==> src/rtl/wave_seq_if.sv <==
// wave_seq_if
//   Control and status bundle between a config/control master and
//   wave_seq_ctrl.
//   master modport: drives table writes and playback control, observes outputs.
//   slave  modport: the sequencer itself.
//   Signals:
//     cfg_we, cfg_addr, cfg_data  step-table write port, cfg_data = {a,b,c,dur}
//     cfg_len, loop_en            number of steps and loop mode, sampled on start
//     start, stop                 single-cycle playback requests
//     rep_cnt                     extra passes, sampled on start
//                                 (only with WAVE_SEQ_REPEAT_EN)
//     a, b, c                     wave pattern outputs
//     busy, done, step_idx        playback status
//   Optional feature macro: WAVE_SEQ_REPEAT_EN
interface wave_seq_if #(
    parameter int DEPTH = 8,
    parameter int DUR_W = 8,
    parameter int AW    = $clog2(DEPTH)
);
    logic             cfg_we;
    logic [AW-1:0]    cfg_addr;
    logic [DUR_W+2:0] cfg_data;
    logic [AW:0]      cfg_len;
    logic             loop_en;
    logic             start;
    logic             stop;
`ifdef WAVE_SEQ_REPEAT_EN
    logic [7:0]       rep_cnt;
`endif
    logic             a;
    logic             b;
    logic             c;
    logic             busy;
    logic             done;
    logic [AW-1:0]    step_idx;

    modport master (
        output cfg_we, cfg_addr, cfg_data, cfg_len, loop_en, start, stop,
`ifdef WAVE_SEQ_REPEAT_EN
        output rep_cnt,
`endif
        input  a, b, c, busy, done, step_idx
    );

    modport slave (
        input  cfg_we, cfg_addr, cfg_data, cfg_len, loop_en, start, stop,
`ifdef WAVE_SEQ_REPEAT_EN
        input  rep_cnt,
`endif
        output a, b, c, busy, done, step_idx
    );
endinterface

==> src/rtl/wave_seq_ctrl.sv <==
// wave_seq_ctrl
//   Table-driven sequencer for the a/b/c inputs of the Wave block. Each table
//   entry holds a 3-bit pattern {a,b,c} for dur+1 cycles; cfg_len entries are
//   played back in order, once or looping, with start/stop control and
//   busy/done status. All outputs are registered.
//   Ports:
//     clk    rising-edge system clock
//     rst_n  asynchronous active-low reset (table contents are not reset)
//     bus    wave_seq_if.slave: table write port, start/stop/len/loop control,
//            a/b/c pattern outputs, busy, done pulse, step_idx
//   Optional feature macro: WAVE_SEQ_REPEAT_EN
//     Adds bus.rep_cnt; a one-shot run then plays the table rep_cnt+1 times
//     back-to-back before finishing.
module wave_seq_ctrl #(
    parameter int DEPTH = 8,
    parameter int DUR_W = 8,
    parameter int AW    = $clog2(DEPTH)
) (
    input  logic      clk,
    input  logic      rst_n,
    wave_seq_if.slave bus
);
    localparam logic [1:0] S_IDLE = 2'd0;
    localparam logic [1:0] S_RUN  = 2'd1;
    localparam logic [1:0] S_FIN  = 2'd2;
    localparam int         ENT_W  = 3 + DUR_W;

    logic [ENT_W-1:0] tbl_q [DEPTH];

    logic [1:0]       state_q, state_d;
    logic [AW-1:0]    step_q,  step_d;
    logic [DUR_W-1:0] cnt_q,   cnt_d;
    logic [AW:0]      len_q,   len_d;
    logic             loop_q,  loop_d;
    logic [2:0]       abc_q,   abc_d;
    logic             busy_q,  busy_d;
    logic             done_q,  done_d;
`ifdef WAVE_SEQ_REPEAT_EN
    logic [7:0]       rep_q,   rep_d;
`endif

    logic             last_step;
    logic             rep_more;
    logic [AW-1:0]    nxt_idx;
    logic [ENT_W-1:0] nxt_ent;

    // Table write port; entries only change while nothing is playing.
    always_ff @(posedge clk) begin
        if (bus.cfg_we && (state_q == S_IDLE)) begin
            tbl_q[bus.cfg_addr] <= bus.cfg_data;
        end
    end

    assign last_step = ({1'b0, step_q} == (len_q - (AW+1)'(1)));

`ifdef WAVE_SEQ_REPEAT_EN
    assign rep_more = (rep_q != 8'd0);
`else
    assign rep_more = 1'b0;
`endif

    // Entry to load on the next step change: step 0 on start or wrap,
    // otherwise the following step. Reading ahead gives zero dead cycles.
    assign nxt_idx = ((state_q == S_RUN) && !last_step) ? (step_q + AW'(1)) : '0;
    assign nxt_ent = tbl_q[nxt_idx];

    always_comb begin
        state_d = state_q;
        step_d  = step_q;
        cnt_d   = cnt_q;
        len_d   = len_q;
        loop_d  = loop_q;
        abc_d   = abc_q;
        busy_d  = busy_q;
        done_d  = 1'b0;
`ifdef WAVE_SEQ_REPEAT_EN
        rep_d   = rep_q;
`endif
        case (state_q)
            S_IDLE: begin
                // stop has priority over a simultaneous start
                if (bus.start && !bus.stop) begin
                    if (bus.cfg_len != '0) begin
                        state_d = S_RUN;
                        len_d   = bus.cfg_len;
                        loop_d  = bus.loop_en;
                        step_d  = '0;
                        cnt_d   = nxt_ent[DUR_W-1:0];
                        abc_d   = nxt_ent[ENT_W-1:DUR_W];
                        busy_d  = 1'b1;
`ifdef WAVE_SEQ_REPEAT_EN
                        rep_d   = bus.rep_cnt;
`endif
                    end else begin
                        // empty sequence completes immediately
                        state_d = S_FIN;
                        done_d  = 1'b1;
                    end
                end
            end
            S_RUN: begin
                if (bus.stop) begin
                    state_d = S_IDLE;
                    step_d  = '0;
                    cnt_d   = '0;
                    abc_d   = 3'b000;
                    busy_d  = 1'b0;
`ifdef WAVE_SEQ_REPEAT_EN
                    rep_d   = 8'd0;
`endif
                end else if (cnt_q != '0) begin
                    cnt_d = cnt_q - DUR_W'(1);
                end else if (!last_step || loop_q || rep_more) begin
                    step_d = nxt_idx;
                    cnt_d  = nxt_ent[DUR_W-1:0];
                    abc_d  = nxt_ent[ENT_W-1:DUR_W];
`ifdef WAVE_SEQ_REPEAT_EN
                    // a wrap without loop mode consumes one repeat pass
                    if (last_step && !loop_q) begin
                        rep_d = rep_q - 8'd1;
                    end
`endif
                end else begin
                    state_d = S_FIN;
                    step_d  = '0;
                    abc_d   = 3'b000;
                    busy_d  = 1'b0;
                    done_d  = 1'b1;
                end
            end
            S_FIN: begin
                // one-cycle done state; start here is ignored
                state_d = S_IDLE;
            end
            default: begin
                state_d = S_IDLE;
            end
        endcase
    end

    always_ff @(posedge clk or negedge rst_n) begin
        if (!rst_n) begin
            state_q <= S_IDLE;
            step_q  <= '0;
            cnt_q   <= '0;
            len_q   <= '0;
            loop_q  <= 1'b0;
            abc_q   <= 3'b000;
            busy_q  <= 1'b0;
            done_q  <= 1'b0;
`ifdef WAVE_SEQ_REPEAT_EN
            rep_q   <= 8'd0;
`endif
        end else begin
            state_q <= state_d;
            step_q  <= step_d;
            cnt_q   <= cnt_d;
            len_q   <= len_d;
            loop_q  <= loop_d;
            abc_q   <= abc_d;
            busy_q  <= busy_d;
            done_q  <= done_d;
`ifdef WAVE_SEQ_REPEAT_EN
            rep_q   <= rep_d;
`endif
        end
    end

    assign bus.a        = abc_q[2];
    assign bus.b        = abc_q[1];
    assign bus.c        = abc_q[0];
    assign bus.busy     = busy_q;
    assign bus.done     = done_q;
    assign bus.step_idx = step_q;
endmodule

==> src/flat_wrapper.sv <==
// flat-port wrapper written by rule: the top's interface ports become plain ports
module wave_seq_ctrl_flat 
#(
    parameter int DEPTH = 8,
    parameter int DUR_W = 8,
    parameter int AW    = $clog2(DEPTH)
)
  (clk, rst_n, bus_cfg_we, bus_cfg_addr, bus_cfg_data, bus_cfg_len, bus_loop_en, bus_start, bus_stop, bus_a, bus_b, bus_c, bus_busy, bus_done, bus_step_idx);
  wave_seq_if #(.DEPTH(DEPTH), .DUR_W(DUR_W), .AW(AW)) bus_i ();
  input  logic clk;
  input  logic rst_n;
  input wire logic [$bits(bus_i.cfg_we)-1:0] bus_cfg_we;
  input wire logic [$bits(bus_i.cfg_addr)-1:0] bus_cfg_addr;
  input wire logic [$bits(bus_i.cfg_data)-1:0] bus_cfg_data;
  input wire logic [$bits(bus_i.cfg_len)-1:0] bus_cfg_len;
  input wire logic [$bits(bus_i.loop_en)-1:0] bus_loop_en;
  input wire logic [$bits(bus_i.start)-1:0] bus_start;
  input wire logic [$bits(bus_i.stop)-1:0] bus_stop;
  output wire logic [$bits(bus_i.a)-1:0] bus_a;
  output wire logic [$bits(bus_i.b)-1:0] bus_b;
  output wire logic [$bits(bus_i.c)-1:0] bus_c;
  output wire logic [$bits(bus_i.busy)-1:0] bus_busy;
  output wire logic [$bits(bus_i.done)-1:0] bus_done;
  output wire logic [$bits(bus_i.step_idx)-1:0] bus_step_idx;
  assign bus_i.cfg_we = bus_cfg_we;
  assign bus_i.cfg_addr = bus_cfg_addr;
  assign bus_i.cfg_data = bus_cfg_data;
  assign bus_i.cfg_len = bus_cfg_len;
  assign bus_i.loop_en = bus_loop_en;
  assign bus_i.start = bus_start;
  assign bus_i.stop = bus_stop;
  assign bus_a = bus_i.a;
  assign bus_b = bus_i.b;
  assign bus_c = bus_i.c;
  assign bus_busy = bus_i.busy;
  assign bus_done = bus_i.done;
  assign bus_step_idx = bus_i.step_idx;
  wave_seq_ctrl #(.DEPTH(DEPTH), .DUR_W(DUR_W), .AW(AW)) u_core (.clk(clk), .rst_n(rst_n), .bus(bus_i));
endmodule
==> config.mk <==
export PLATFORM = sky130hd
export DESIGN_NAME = wave_seq_ctrl_flat
export DESIGN_NICKNAME = d
export VERILOG_FILES = /design/src/rtl/wave_seq_if.sv /design/src/rtl/wave_seq_ctrl.sv /design/src/flat_wrapper.sv
export SDC_FILE = /design/constraint.sdc
export NUM_CORES = 1
export LEC_CHECK = 0
export CAP_MARGIN = 20
export CORE_UTILIZATION = 25
export CTS_CLUSTER_DIAMETER = 60
export DETAILED_ROUTE_END_ITERATION = 8
export PLACE_DENSITY = 0.41
export SLEW_MARGIN = 5
export SYNTH_ARGS = -nofsm -noshare
export SYNTH_HDL_FRONTEND = slang
export SYNTH_SLANG_ARGS = --single-unit
==> constraint.sdc <==
create_clock -name clk -period 5.9 [get_ports clk]
set_input_delay 1.475 -clock clk [delete_from_list [all_inputs] [get_ports clk]]
set_output_delay 1.475 -clock clk [all_outputs]
set_load 0.03 [all_outputs]
Word-level counts from Yosys, hierarchy flattened:

Memories as Yosys holds them, arrays and structs flattened.
Cells that the tools add are included.

* flip-flop bits (word level): 23
* output and inout port bits: 8
* memory bits (read-only): 0
* memories: 1
* bits in latches: 0
* bits in writable memories: 88
* logic and storage cells: 73

* reduce and logical (&&, ||, !) cells: 15
* multiplexer cells: 39
* shift operators: 0
* bitwise gates (word level): 0
* div/mod/pow operators: 0
* add/sub/neg operators: 3
* equal/unequal tests: 7
* magnitude comparators: 0
* multiply operators: 0

Memory list
* u_core.tbl_q: depth 8, width 11, rd ports 1, clocked after Yosys merged registers in 0, wr ports 1, line wave_seq_ctrl.sv:28 `logic [ENT_W-1:0] tbl_q [DEPTH];`

Operators by type and width (number)
* two-way mux 8 bit: 5
* two-way mux 3 bit: 11
* one-hot mux 8 bit (2 select lines): 1
* two-way mux 1 bit: 12
* one-hot mux 3 bit (2 select lines): 2
* two-way mux 2 bit: 5
* AND reduction 4 bit: 2
* nonzero test 8 bit: 1
* subtractor 8 x 1 -> 8 bit, second input constant: 1
* inequality test 3 bit, second input constant: 2
* AND reduction 3 bit: 2
* AND reduction 5 bit: 1
* == test 3 x 4 -> 1 bit: 1
* inequality test 2 bit, second input constant: 2
* inequality test 4 bit, second input constant: 1
* one-hot mux 1 bit (2 select lines): 2
* one-hot mux 2 bit (2 select lines): 1
* nonzero test 4 bit: 1
* subtractor 4 x 1 -> 4 bit, second input constant: 1
* adder 3 x 1 -> 3 bit, second input constant: 1
* logical AND 1 bit: 3
* == test 2 x 1 -> 1 bit, second input constant: 1
* zero test 1 bit: 2
* zero test 2 bit: 1
* other kinds (2): 2

Depth between registers and ports, before layout:

Gate-level depths: netlist of the first run.
An unclocked memory read counts as a cell.

* depth in word-level cells: 10
* gate-level depth with buffers: 11

Least setup slack after synthesis of the first run:

OpenSTA, ideal clock, no wires.

* kind: input to register
* start point: in bus_stop
* end point: reg u_core.cnt_q[4]
* slack: 2.792 ns
* library setup time: 0.124 ns
* cell stages on the path: 7
* arrival: 2.984 ns
* buffers on the path: 0
* data required time: 5.776 ns
* cell sequence: or3b_2 -> nor3_2 -> o211ai_2 -> nand2_2 -> or4_1 -> o221ai_1 -> or2_1

* word-level cells in the longest chain between the ends: 4
* elaborated cells between the ends (all ways): 7
* classes of those cells: eq/ne (2); mux (2); reduce/logical (3)

Ends and longest elaborated chain
* start, declared: line flat_wrapper.sv:18 `input wire logic [$bits(bus_i.stop)-1:0] bus_stop;`
* zero test 1 bit: line wave_seq_ctrl.sv:82 `if (bus.start && !bus.stop) begin`
* logical AND 1 bit: line wave_seq_ctrl.sv:82
* inequality test 2 bit (no source line)
* AND reduction 4 bit (no source line)
* end signal, assigned: line wave_seq_ctrl.sv:157 `cnt_q <= cnt_d;`
* end, declared: line wave_seq_ctrl.sv:32 `logic [DUR_W-1:0] cnt_q, cnt_d;`

Several ways; a longest one is shown, not always the timed one.
A chain may end at the register's enable or synchronous reset.

Final worst setup path of the first run:

Same ends and word-level chain as after synthesis.

==> results of run 1 <==
## flip-flops by register name, summed over array words and instances (netlist names)
signal	flops
u_core.loop_q	1
u_core.bus.step_idx	3
u_core.len_q	4
u_core.abc_q	3
u_core.cnt_q	8
u_core.bus.busy	1
u_core.bus.done	1
u_core.state_q	2
u_core.tbl_q	88
## cell usage in the layout (no fill, tap or decap), types with 4 or more instances in the layout
| master | n |
|---|---|
| clkbuf_16 | 9 |
| a2bb2oi_1 | 4 |
| nand2b_1 | 6 |
| clkdlybuf4s50_1 | 31 |
| and2_1 | 8 |
| o21ai_0 | 19 |
| nand2_1 | 46 |
| xnor2_1 | 5 |
| o211ai_1 | 4 |
| mux2i_1 | 11 |
| a31oi_1 | 6 |
| a221oi_1 | 4 |
| a211oi_1 | 4 |
| a21oi_1 | 20 |
| nor2_1 | 27 |
| dfrtp_1 | 23 |
| nor3_1 | 8 |
| o22ai_1 | 7 |
| inv_1 | 9 |
| nand3_1 | 6 |
| edfxtp_1 | 88 |
| buf_4 | 15 |
## logic make-up after synthesis
group,count (synthesis)
simple gates,127
flops,111
compound gates,102
buf+inv,27
mux,15
xor+xnor,6
fa+ha+maj,3
## stage by stage
step                      setup slack (ns)  total power (W)  cells  hold slack (ns)  cell area [µm²]
after global routing                  2.16          0.00254    700            0.554             5940
after floorplan                       2.79          0.00155    391            0.461             4950
after CTS                             2.29          0.00242    700            0.517             5940
after detailed placement              1.92          0.00181    684            0.491             5640
after global placement                2.00          0.00181    684            0.492             5640
final                                 2.25          0.00239    700            0.514             5940
## critical path, delay by kind of cell
family                 cells  cell delay, ns
AND/OR/NAND/NOR            5            1.53
buffers and inverters      1            0.56
AO/OA/AOI/OAI              2            0.32
## worst max-delay path by stage
stage,slack (ns),start,endpoint,cells after the start
floorplan,2.79,bus_stop,u_core.cnt_q[4]$_DFFE_PN0P_,7
global placement,2.00,bus_stop,u_core.cnt_q[4]$_DFFE_PN0P_,8
detailed placement,1.92,bus_stop,u_core.cnt_q[4]$_DFFE_PN0P_,8
CTS,2.29,bus_stop,u_core.cnt_q[4]$_DFFE_PN0P_,8
global route,2.16,bus_stop,u_core.cnt_q[4]$_DFFE_PN0P_,8
finish,2.25,bus_stop,u_core.cnt_q[4]$_DFFE_PN0P_,8
## synthesized netlist by cell type (2+ instances only)
cell type and number:
a211oi_1 4, nor3_1 10, o22ai_1 7, a221oi_1 4, o21ai_0 19, a31oi_1 6, nand3b_1 2, nand2b_1 6
a2bb2oi_1 4, and2_1 8, or4_1 3, inv_1 9, xnor2_1 5, mux2_2 2, o311ai_0 2, dfrtp_1 23
o21a_1 2, a211o_1 2, nand2_1 46, o211ai_1 4, or3_1 3, and3_1 3, a221o_1 3, buf_2 6
ha_1 3, edfxtp_1 88, a21oi_1 20, buf_1 2, a31o_2 2, nand4_1 2, mux2i_1 11, o221ai_1 2
nand3_1 6, nor2_1 28, clkbuf_1 9
## power groups by stage
stage | registers [W] | clock network, W | logic, W
after detailed placement | 0.00102 | 0 | 0.000792
after floorplan | 0.00102 | 0 | 0.000530
after CTS | 0.00100 | 0.000626 | 0.000794
final | 0.00100 | 0.000610 | 0.000784
after global placement | 0.00102 | 0 | 0.000795
after global routing | 0.00101 | 0.000654 | 0.000869
## metal layers
| layer | GRT usage (%) | share of wire [%] | vias up |
|---|---|---|---|
| met5 | 0 | 0 | - |
| met4 | 4.58 | 1.4 | 0 |
| met3 | 2.92 | 3.5 | 11 |
| met2 | 24.2 | 48 | 79 |
| met1 | 18.3 | 47 | 1687 |
| li1 | - | - | 1576 |
## layout make-up
type | instances | area, µm² | area share, %
clock buffers | 9 | 225 | 3.79
clock inverters | 7 | 77.6 | 1.30
inverters | 9 | 33.8 | 0.568
multi-input cells | 253 | 1640 | 27.5
flip-flops and latches | 111 | 3220 | 54.1
well taps | 265 | 332 | 5.58
repair buffers | 46 | 423 | 7.11
==> results.md, run 1 <==
Detailed routing:
- The via count is 3353.
- The detailed router finished its first iteration with 251 violations.
- The average wire per cell in the routed design is 19.4 µm.
- The first detailed-routing pass took 5 iterations.
- Dividing the detail-routed via count by the number of cells gives 4.79.
- The routed wire length is around 14000 µm.
- The count of nets left with antenna violations once routing finished came out at 0.
- After detailed routing, the number of remaining DRC violations is 0.

Global routing:
- The combined global-route utilization of all metal layers is 14.3%.
- The first global-routing pass estimated 21100 µm of wire.
- The via count of the first global-routing pass is 3463.
- The initial antenna violation count is 0.
- The maximum number of pins on one net before global-route repair is 28.
- The leftover overflow at the end of global routing is 0.

Status:
- The flow ran to the end, and the final reports show no timing, DRC or antenna violations.

Critical path:
- The kind of start point of the critical path is a primary input.
- In this run the worst path has a maximum fanout of 10.
- The critical path in this run is classified as in -> reg.
- The worst reg2reg path startpoint is u_core.len_q[0]$_DFFE_PN0P_.
- Data on the critical path is required at its endpoint by 6.14 ns.
- Walking the worst path, the cells encountered are clkdlybuf4s50_1 -> or3b_2 -> nor3_2 -> o211ai_2 -> nand2_2 -> or4_1 -> o221ai_1 -> or2_1.
- The number of cell instances on the worst register-to-register path is 10.
- The element type at the critical path end is a register.
- The maximum cell stage delay along the critical path is around 0.6 ns.
- Across all register-to-register paths, the minimum setup slack is between 2 and 3 ns.
- The endpoint of the worst register-to-register path is u_core.cnt_q[3]$_DFFE_PN0P_.
- For the worst setup path, the data arrival time is approximately 4 ns.
- On the critical path, the stage with the largest delay is an instance of or3b_2.

CTS:
- The number of buffers inserted by hold repair at cts is 0.
- TritonCTS built the clock tree.
- The number of H-tree branching levels is 3.
- The quantity of gates resized following cts is 0.
- Counting along the longest clock path gives a buffer depth of 2.
- The register clock-pin slew on the reported worst setup and hold paths is 0.08 ns.
- Counting the buffers created by CTS gives 9.
- The clock insertion delay at the later pin of the skew report is ~0.36 ns.
- The clock root buffer master is clkbuf_16.
- Buffers added to address setup during post-CTS repair amount to 0.
- The clock net in this run drives a total of 111 sinks.

Floorplanning:
- The standard-cell row count is 51.
- The overall die area is 0.0204 mm².
- In this run the count of I/O pins placed on the die edge is 32.
- The overall die height is ~140 µm.
- The area of the core region is approximately 0.02 mm².
- The floorplan step set the die width to 143 µm.
- For this configuration, the core starts out at a cell density of 25.4%.

STA:
- The max-slew headroom at the worst pin is 43.4%.
- Derived from the worst setup path, the maximum achievable clock frequency is 274 MHz.
- The count of final hold-check violations is 0.
- Subtracting the final worst setup slack from the clock period gives 3.65 ns.
- Setup repair after global routing left no endpoint under its margin.
- Between clock sinks in the finished design, the worst skew comes to 0.00718 ns.
- At the pin with the least slew margin, the transition time is 0.848 ns.
- The number of pins with negative max-slew slack in the final report is 0.
- The part of the cycle the worst path needs is 61.9%.
- The final-report setup violation count is 0.
- For the final routed database, the setup TNS stands at 0 ns.

Worst hold path:
- Along the worst hold path, the cell count comes to 2.
- The worst hold path belongs to the class reg -> reg.
- The startpoint of the most critical hold path is u_core.bus.busy$_DFFE_PN0P_.
- The worst hold path terminates at u_core.bus.busy$_DFFE_PN0P_.

Pwr:
- The proportion of power drawn by the clock network is 25.5%.
- In this run, flip-flops and latches consume a little over two fifths of the power.
- The internal power summed over all cells is 0.00154 W.
- Across the VDD grid, the largest voltage drop is 0.000138 V.
- The static leakage power is around 2 nW.
- For this design the total switching power over the nets is 0.000859 W.
- The share of total power dissipated in combinational logic is between 30% and 40%.
- For this design the ratio of total power to cell area is 403 mW/mm².
- The fraction of power spent switching nets is 35.9%.

Synth:
- The number of register bits inferred by synthesis is 111.
- The average instance in the mapped netlist occupies 12.7 µm².
- The XOR/XNOR share of the synthesized area is 1.06%.
- The synthesis warning total is 0.
- The synthesized design contains between 80 and 90 enable-type register cells.
- The post-synthesis net count is 418.
- The simple-gate portion of the synthesized area is 12.5%.
- The biggest area contributor in the post-synthesis netlist is edfxtp_1.
- The share of synthesized cell area in full adder, half adder and majority cells is 0.758%.
- The total standard cell area after synthesis is 0.00495 mm².
- The top cell type by area accounts for 53.4% of the synthesized area.
- Of the post-synthesis cell area, the part taken by muxes is 3.44%.
- Of all flip-flops after synthesis, the portion carrying an async set or reset was 20.7%.
- By area, the combinational part of the netlist is dominated by compound AO/OA/AOI/OAI gates.
- The main flop type after synthesis is edfxtp_1.
- Of the synthesized area, sequential elements account for 65.0%.
- The fraction of the mapped netlist area in compound gates is 14.8%.
- By area the synthesized netlist is led by edfxtp_1 (53%), dfrtp_1 (12%), nand2_1 (3.5%).
- The distinct cell type count of the synthesized netlist is 70.
- After technology mapping, the gate count stands at between 300 and 400.

Placed design:
- The placer's final routability congestion estimate is 0.781.
- The total of buffers placed on input and output ports is 31.
- The final HPWL from detailed placement is 8820 µm.

Layout:
- The utilization of the core after routing is a little under a third.
- In the final layout, the share of cells above drive strength 1 is 11.5%.
- The number of nets at the end of the flow is around 460.
- The filler cell count is 1963.
- The area growth from synthesis to layout is 20.1%.
- The total inserted antenna cells is 0.

Flow run:
- Max-cap violations in this run came to 0.
Power figures use the tool's default switching activity.
==> inputs of run 2 (changes only) <==
--- a/config.mk
+++ b/config.mk
@@ -9,7 +9,7 @@
 export CORE_UTILIZATION = 25
 export CTS_CLUSTER_DIAMETER = 60
 export DETAILED_ROUTE_END_ITERATION = 8
-export PLACE_DENSITY = 0.41
+export PLACE_DENSITY = 0.43
 export SLEW_MARGIN = 5
 export SYNTH_ARGS = -nofsm -noshare
 export SYNTH_HDL_FRONTEND = slang
==> constraint.sdc (replaced) <==
create_clock -name clk -period 3 [get_ports clk]
set_input_delay 0.75 -clock clk [delete_from_list [all_inputs] [get_ports clk]]
set_output_delay 0.75 -clock clk [all_outputs]
set_load 0.03 [all_outputs]
==> run 2 against run 1 <==
Compared with the run above: power is 100% higher; register-to-register slack lost 2.6 ns; critical path depth unchanged; sequential cell count unchanged; first-iteration DRC count shrank 32%; clock power increased by 100%; critical endpoint is now u_core.cnt_q[6]$_DFFE_PN0P_; largest cell class unchanged; largest power group unchanged; highest routed layer unchanged.
==> results.md, run 2 (same netlist as run 1, synthesis figures left out) <==
Critical path:
- In this run the critical register-to-register path is launched from u_core.len_q[1]$_DFFE_PN0P_.
- The required time at the endpoint of the critical path is 3.24 ns (-2.90 ns).
- STA classifies the critical path endpoint as a register.
- The endpoint of the worst register-to-register path is u_core.cnt_q[6]$_DFFE_PN0P_.
- The maximum cell stage delay along the critical path is 0.60 ns (about the same).
- The number of cell instances on the worst register-to-register path is 8 (-2).
- For this design, the slowest cell found on the critical path is o41a_1.
- STA classifies the critical path startpoint as a register.
- The critical setup path kind is reg -> reg.
- The data arrival time of the critical path was 3.01 ns (-0.88 ns).
- The largest driver fanout on the critical path is 9 (-1).
- The setup slack of the worst register-to-register path is 0.22 ns (-2.60 ns).
- Walking the worst path, the cells encountered are inv_1 -> ha_1 -> xnor2_1 -> and4bb_4 -> o41a_1 -> mux2_4 -> a2111oi_4 -> a21oi_1.

Global routing:
- The maximum number of pins on one net before global-route repair is 25 (-11%).
- The via count of the first global-routing pass is 3220 (-7.0%).
- The combined global-route utilization of all metal layers was 13.6% (-0.68 points).
- The routing usage on met3 is 3.02% (+0.10 points).
- The leftover overflow at the end of global routing came to 0 (unchanged).
- met2 is the most crowded layer.
- The wire length of the first global-routing pass is 20100 µm (-4.7%).
- The met1 track utilization from global routing was 18.4% (+0.097 points).
- The initial antenna violation count was 0 (unchanged).
- The met2 track demand over resource was 22.0% (-2.2 points).

Placed design:
- The final HPWL from detailed placement was 8800 µm (-0.24%).
- The total of buffers placed on input and output ports is 31 (unchanged).
- The placer's final routability congestion estimate is 0.759 (-2.8%).

Layout:
- The area used by multi-input combinational logic is 0.00164 mm² (+0.38%).
- In the final layout, the registers with the most flip-flops are u_core.tbl_q x88, u_core.cnt_q x8, u_core.len_q x4.
- The number of nets at the end of the flow is 470 (+2.8%).
- Ranked by flip-flop count, first place goes to u_core.tbl_q.
- The total inserted antenna cells is 0 (unchanged).
- The area growth from synthesis to layout is 22.6%.
- The sequential cell area is 0.00322 mm² (unchanged).
- The filler cell count is 1960 (-0.15%).
- The library cell used most frequently in the layout, excluding fill and tap cells, is edfxtp_1.
- In the layout the commonest cells are edfxtp_1 (88), nand2_1 (45), clkdlybuf4s50_1 (31).
- The share of layout cells above drive strength 1 is 14.5% (+3.0 points).
- The flip-flop count of the largest register, all copies and words added is 88 (unchanged).

CTS:
- The clock buffer count from CTS is 9 (unchanged).
- The CTS tree is done.
- The number of clock sinks came to 111 (unchanged).
- The clock insertion delay at the later pin of the skew report was 0.35 ns (about the same).
- The buffer levels on the longest clock path was 2 (unchanged).
- The clock root buffer master is clkbuf_16.
- The number of H-tree branching levels was 3 (unchanged).
- The number of buffers inserted by hold repair at cts came to 0 (unchanged).
- The register clock-pin slew on the reported worst setup and hold paths was 0.08 ns (about the same).

STA:
- The part of the cycle the worst path needs is between 90% and 100%.
- The count of final hold-check violations came to 0 (unchanged).
- The number of pins with negative max-slew slack in the final report is 0 (unchanged).
- The max-slew headroom at the worst pin came to 54.8% (+11 points).
- The worst setup skew after layout came to 0.00978 ns (+0.00260 ns).
- The worst hold-check slack is 0.504 ns (-0.0103 ns).
- The worst path in the final design needs a cycle of 2.78 ns, including I/O delays and setup.
- The transition time at the pin with the least slew margin is 0.678 ns (-0.170 ns).
- The final-layout setup total negative slack is 0 ns (unchanged).
- The final-report setup violation count is 0 (unchanged).
- Derived from the worst setup path, the maximum achievable clock frequency is 360 MHz.
- Setup repair after global routing left no endpoint under its margin.

Floorplanning:
- The standard-cell row count is 51 (unchanged).
- The initial core utilization is 25.4% (unchanged).
- The overall die height is 143 µm (unchanged).
- The horizontal die dimension was 143 µm (unchanged).
- The area of the core region was 0.0195 mm² (unchanged).
- The overall die area came to 0.0204 mm² (unchanged).
- The number of top-level pins was 32 (unchanged).

Detailed routing:
- The ratio of routed vias to standard cells is 4.66 (-2.7%).
- The average wire per cell in the routed design came to 18.4 µm (-4.9%).
- The number of design-rule violations left by the first detailed-router iteration came to 170 (-32%).
- The routed wire length is 13200 µm (-3.1%).
- The via count came to 3322 (-0.92%).
- The total iterations of the first detailed-routing run is 4 (-1).
- The final antenna-violating net count is 0 (unchanged).
- The DRC violation count after routing is 0 (unchanged).

Worst hold path:
- The depth of the worst hold-timing path came to 2 (unchanged).
- The endpoint with the worst hold slack is u_core.len_q[2]$_DFFE_PN0P_.
- The min-delay analysis places its worst path in the category reg -> reg.
- The startpoint of the most critical hold path is u_core.len_q[2]$_DFFE_PN0P_.

Pwr:
- The static leakage power is 2.11 nW (+3.7%).
- The total power divided by cell area is 799 mW/mm² (+98%).
- The maximum ir drop on the vdd rail was 0.000329 V (+140%).

Flow run:
- The count of max-cap constraint violations came to 0 (unchanged).

Status:
- The flow ran to the end, and the final reports show no timing, DRC or antenna violations.
-- run 2: cell types whose count changed in the layout (fill, tap and decap cells not counted) --
cell | before | now
inv_8 | 1 | 2
nand2_2 | 1 | 2
buf_4 | 15 | 27
nand2_1 | 46 | 45
o21ai_1 | 1 | 0
clkinv_8 | 2 | 3
buf_12 | 0 | 1
o21ai_2 | 1 | 2
clkinv_4 | 2 | 0
-- run 2: worst max-delay path by stage --
stage	startpoint	cells past startpoint	end
4_1_cts	u_core.len_q[1]$_DFFE_PN0P_	9	u_core.cnt_q[3]$_DFFE_PN0P_
5_1_grt	u_core.len_q[1]$_DFFE_PN0P_	9	u_core.cnt_q[4]$_DFFE_PN0P_
6_report	u_core.len_q[1]$_DFFE_PN0P_	8	u_core.cnt_q[6]$_DFFE_PN0P_
3_3_place_gp	bus_stop	7	u_core.abc_q[2]$_DFFE_PN0P_
2_1_floorplan	u_core.cnt_q[0]$_DFFE_PN0P_	8	u_core.abc_q[0]$_DFFE_PN0P_
3_5_place_dp	bus_stop	7	u_core.abc_q[2]$_DFFE_PN0P_
-- run 2: timing repair --
item,CTS,global route
resized for setup,0,3
setup endpoints to repair,0,6
setup buffers,0,0
-- run 2: power breakdown --
part | internal (W) | leakage, nW | switching [W]
registers | 0.00183 | 1.09 | 0.000128
logic | 0.000699 | 0.872 | 0.000980
clock network | 0.000600 | 0.148 | 0.000619
-- run 2: through the flow --
| step | power (W) | utilization [%] | setup slack (ns) | cells | area [µm²] |
|---|---|---|---|---|---|
| global route | 0.00513 | 31.2 | 0.0150 | 713 | 6070 |
| detailed placement | 0.00367 | 29.5 | 0.0701 | 697 | 5750 |
| global placement | 0.00366 | 29.5 | 0.108 | 697 | 5750 |
| finish | 0.00485 | 31.2 | 0.224 | 713 | 6070 |
| CTS | 0.00491 | 31.1 | 0.140 | 713 | 6060 |
| floorplan | 0.00304 | - | 0.569 | 391 | 4950 |
-- run 2: per-layer routing --
layer	vias to the layer above	part of all wire, %
li1	1605	-
met1	1644	47
met2	65	47
met3	8	4.6
met4	0	1.2
met5	-	0
-- run 2: area by class of cell --
class	instances	area share (%)
multi-input combinational	253	27.0
sequential	111	53.0
clock inverter	7	1.44
clock buffer	9	3.71
tap	265	5.46
inverter	9	0.556
timing repair buffer	59	8.78
-- run 2: worst max-delay path, delay by kind of cell (launching register included) --
kind                       cells  cell delay (ns)
DFF                            1             0.40
muxes                          1             0.37
adders and majority gates      1             0.18
buffers and inverters          1             0.06
xor gates and xnor gates       1             0.24
AOI/OAI and AO/OA              3             1.07
and+or+nand+nor                1             0.34
==> inputs of run 3 (changes only) <==
--- a/config.mk
+++ b/config.mk
@@ -9,7 +9,7 @@
 export CORE_UTILIZATION = 25
 export CTS_CLUSTER_DIAMETER = 60
 export DETAILED_ROUTE_END_ITERATION = 8
-export PLACE_DENSITY = 0.43
+export PLACE_DENSITY = 0.41
 export SLEW_MARGIN = 5
 export SYNTH_ARGS = -nofsm -noshare
 export SYNTH_HDL_FRONTEND = slang
==> constraint.sdc (replaced) <==
create_clock -name clk -period 2.9 [get_ports clk]
set_input_delay 0.725 -clock clk [delete_from_list [all_inputs] [get_ports clk]]
set_output_delay 0.725 -clock clk [all_outputs]
set_load 0.03 [all_outputs]
==> run 3 against run 2 <==
Compared with the run above: final cell count grew 0.56%; first-iteration DRC count shrank 0.59%; maximum frequency grew 3.5%; sequential cell count is the same; clock power is essentially flat; global-route usage grew 0.79 points; critical path depth grew 1; largest cell class unchanged.
==> results.md, run 3 (same netlist as run 1, synthesis figures left out) <==
Pwr:
- The internal power summed over all cells is 0.00323 W (+3.5%).
- The register share of total power is 40.5% (+0.2 points).
- The maximum ir drop on the vdd rail is 0.000280 V (-15%).
- The proportion of power drawn by the clock network was 24.1% (-1.0 points).
- The net switching component of the power came to 0.00176 W (+2.0%).
- The total power came to 0.00500 W (+3.0%).
- The static leakage power is 2.11 nW (+0.34%).
- The fraction of power spent switching nets came to 35.3% (-0.33 points).
- The total power divided by cell area is 823 mW/mm² (+2.9%).
- The power share of the combinational group is 35.4% (+0.8 points).

CTS:
- The number of clock sinks is 111 (unchanged).
- The clock root buffer master is clkbuf_16.
- The number of H-tree branching levels is 3 (unchanged).
- The number of buffers inserted by hold repair at cts was 0 (unchanged).
- The CTS tree is done.
- The register clock-pin slew on the reported worst setup and hold paths is 0.08 ns (about the same).
- The buffer levels on the longest clock path is 2 (unchanged).
- The clock insertion delay at the later pin of the skew report is 0.35 ns (about the same).
- The clock buffer count from CTS is 9 (unchanged).

Global routing:
- The combined global-route utilization of all metal layers is 14.4% (+0.79 points).
- The wire length of the first global-routing pass is 21000 µm (+4.6%).
- The maximum number of pins on one net before global-route repair is 26 (+4.0%).
- The leftover overflow at the end of global routing is 0 (unchanged).
- The via count of the first global-routing pass came to 3468 (+7.7%).
- The initial antenna violation count is 0 (unchanged).

STA:
- The transition time at the pin with the least slew margin was 0.492 ns (-0.186 ns).
- The highest clock frequency the design can meet came to 373 MHz (+3.5%).
- The final-layout setup total negative slack is 0 ns (unchanged).
- The count of final hold-check violations was 0 (unchanged).
- The final-report setup violation count is 0 (unchanged).
- The part of the cycle the worst path needs came to 92.5% (about the same).
- The worst setup skew after layout is 0.00537 ns (-0.00441 ns).
- Setup repair after global routing left no endpoint under its margin.
- The slack of the critical path is 0.217 ns (-0.00740 ns).
- The number of pins with negative max-slew slack in the final report is 0 (unchanged).
- The max-slew headroom at the worst pin is 67.2% (+12 points).
- The final critical path time including I/O delays and setup is 2.68 ns (-0.0926 ns).

Detailed routing:
- The routed wire length is 13600 µm (+3.5%).
- The number of design-rule violations left by the first detailed-router iteration came to 169 (-0.59%).
- The ratio of routed vias to standard cells is 4.71 (+1.1%).
- The total iterations of the first detailed-routing run is 4 (unchanged).
- The final antenna-violating net count is 0 (unchanged).
- The average wire per cell in the routed design is 19.0 µm (+2.9%).
- The via count was 3378 (+1.7%).
- The DRC violation count after routing was 0 (unchanged).

Floorplanning:
- The horizontal die dimension is 143 µm (unchanged).
- The number of top-level pins is 32 (unchanged).
- The initial core utilization came to 25.4% (unchanged).
- The area of the core region came to 0.0195 mm² (unchanged).
- The standard-cell row count is 51 (unchanged).
- The overall die height is 143 µm (unchanged).
- The overall die area is 0.0204 mm² (unchanged).

Layout:
- The area growth from synthesis to layout is 22.7% (about the same).
- Ranked by flip-flop count, first place goes to u_core.tbl_q.
- The share of layout cells above drive strength 1 is 15.3% (+0.76 points).
- The most common cell after layout, fill and taps aside is edfxtp_1.
- The area of all placed cells without fillers is 0.00607 mm² (about the same).
- Leaving out fill and tap cells, the most frequent cells in the layout are edfxtp_1 (88), nand2_1 (44), clkdlybuf4s50_1 (31), buf_4 (31), nor2_1 (27).
- The total inserted antenna cells is 0 (unchanged).
- In the final layout, the registers with the most flip-flops are u_core.tbl_q x88, u_core.cnt_q x8, u_core.len_q x4.
- The flip-flop count of the largest register, all copies and words added came to 88 (unchanged).
- The number of nets at the end of the flow is 474 (+0.85%).
- The number of cells in the finished layout apart from fillers is 717 (+0.56%).

Placed design:
- The placer's final routability congestion estimate is 0.762 (+0.45%).
- The worst slack at placement is 0.00328 ns (-0.0668 ns).
- The placed instance area was 0.00578 mm² (+0.52%).
- The final HPWL from detailed placement is 9050 µm (+2.9%).
- The number of cells in the design after placement is 701 (+0.57%).
- The total of buffers placed on input and output ports is 31 (unchanged).

Critical path:
- STA classifies the critical path endpoint as a register.
- The setup path with the least slack is of type reg -> reg.
- The number of cell instances on the worst register-to-register path is 9 (+1).
- The required time at the endpoint of the critical path was 3.14 ns (-0.10 ns).
- The setup slack of the worst register-to-register path is 0.22 ns (about the same).
- The largest driver fanout on the critical path is 6 (-3).
- The worst setup path is launched from a register.
- The data arrival time of the critical path is 2.93 ns (-0.08 ns).

Status:
- The run finished with clean final reports.

Flow run:
- The count of max-cap constraint violations was 0 (unchanged).

Worst hold path:
- The class of the most critical hold timing path is reg -> reg.
- The depth of the worst hold-timing path was 2 (unchanged).
## run 3: path summary, 6_finish.rpt
| check | startpoint | endpoint |
|---|---|---|
| setup reg to reg | u_core.len_q[1]$_DFFE_PN0P_ | u_core.cnt_q[1]$_DFFE_PN0P_ |
| hold / removal | u_core.bus.busy$_DFFE_PN0P_ | u_core.bus.busy$_DFFE_PN0P_ |
| max in group asynchronous | rst_n | u_core.bus.step_idx[1]$_DFFE_PN0P_ |
| hold reg to reg | u_core.bus.busy$_DFFE_PN0P_ | u_core.bus.busy$_DFFE_PN0P_ |
| setup / recovery | u_core.len_q[1]$_DFFE_PN0P_ | u_core.cnt_q[1]$_DFFE_PN0P_ |
| min in group asynchronous | rst_n | u_core.cnt_q[6]$_DFFE_PN0P_ |
## run 3: layout make-up
type	instances	area, µm²
Timing Repair Buffer	63	563
Fill cell	1963	13400
Inverter	9	33.8
Multi-Input combinational cell	253	1650
Clock buffer	11	233
Sequential cell	111	3220
Clock inverter	5	47.5
Tap cell	265	332
## run 3: repair_timing
action                     in CTS  in global routing
setup endpoints to repair       0                  9
setup buffers                   0                  0
gates resized for setup         0                  5
## run 3: per-stage QoR
stage / hold slack, ns / util [%]
after floorplan: 0.429 / -
after global placement: 0.491 / 29.7
after detailed placement: 0.499 / 29.7
after CTS: 0.517 / 31.1
after global routing: 0.566 / 31.2
final: 0.513 / 31.2
## run 3: critical path: stages, from the launching register on
cell and delay, ns:
dfrtp_1 0.40, inv_1 0.06, ha_1 0.18, xnor2_1 0.25, and4bb_4 0.34, o41a_1 0.47
buf_4 0.24, mux2i_1 0.23, a31oi_1 0.13, a31o_2 0.26
## run 3: per-layer routing
layer / part of all wire, % / vias up / global-route usage (%)
met5: 0 / - / 0
met4: 1.7 / 0 / 4.36
met3: 2.8 / 11 / 3.12
met2: 50 / 57 / 25.0
met1: 46 / 1702 / 17.9
li1: - / 1608 / -
## run 3: power by group through the flow
stage	sequential, W	clock [W]	combinational [W]
6_report	0.00202	0.00120	0.00177
5_1_grt	0.00205	0.00130	0.00194
4_1_cts	0.00202	0.00124	0.00177
3_5_place_dp	0.00205	0	0.00177
3_3_place_gp	0.00206	0	0.00175
2_1_floorplan	0.00207	0	0.00108
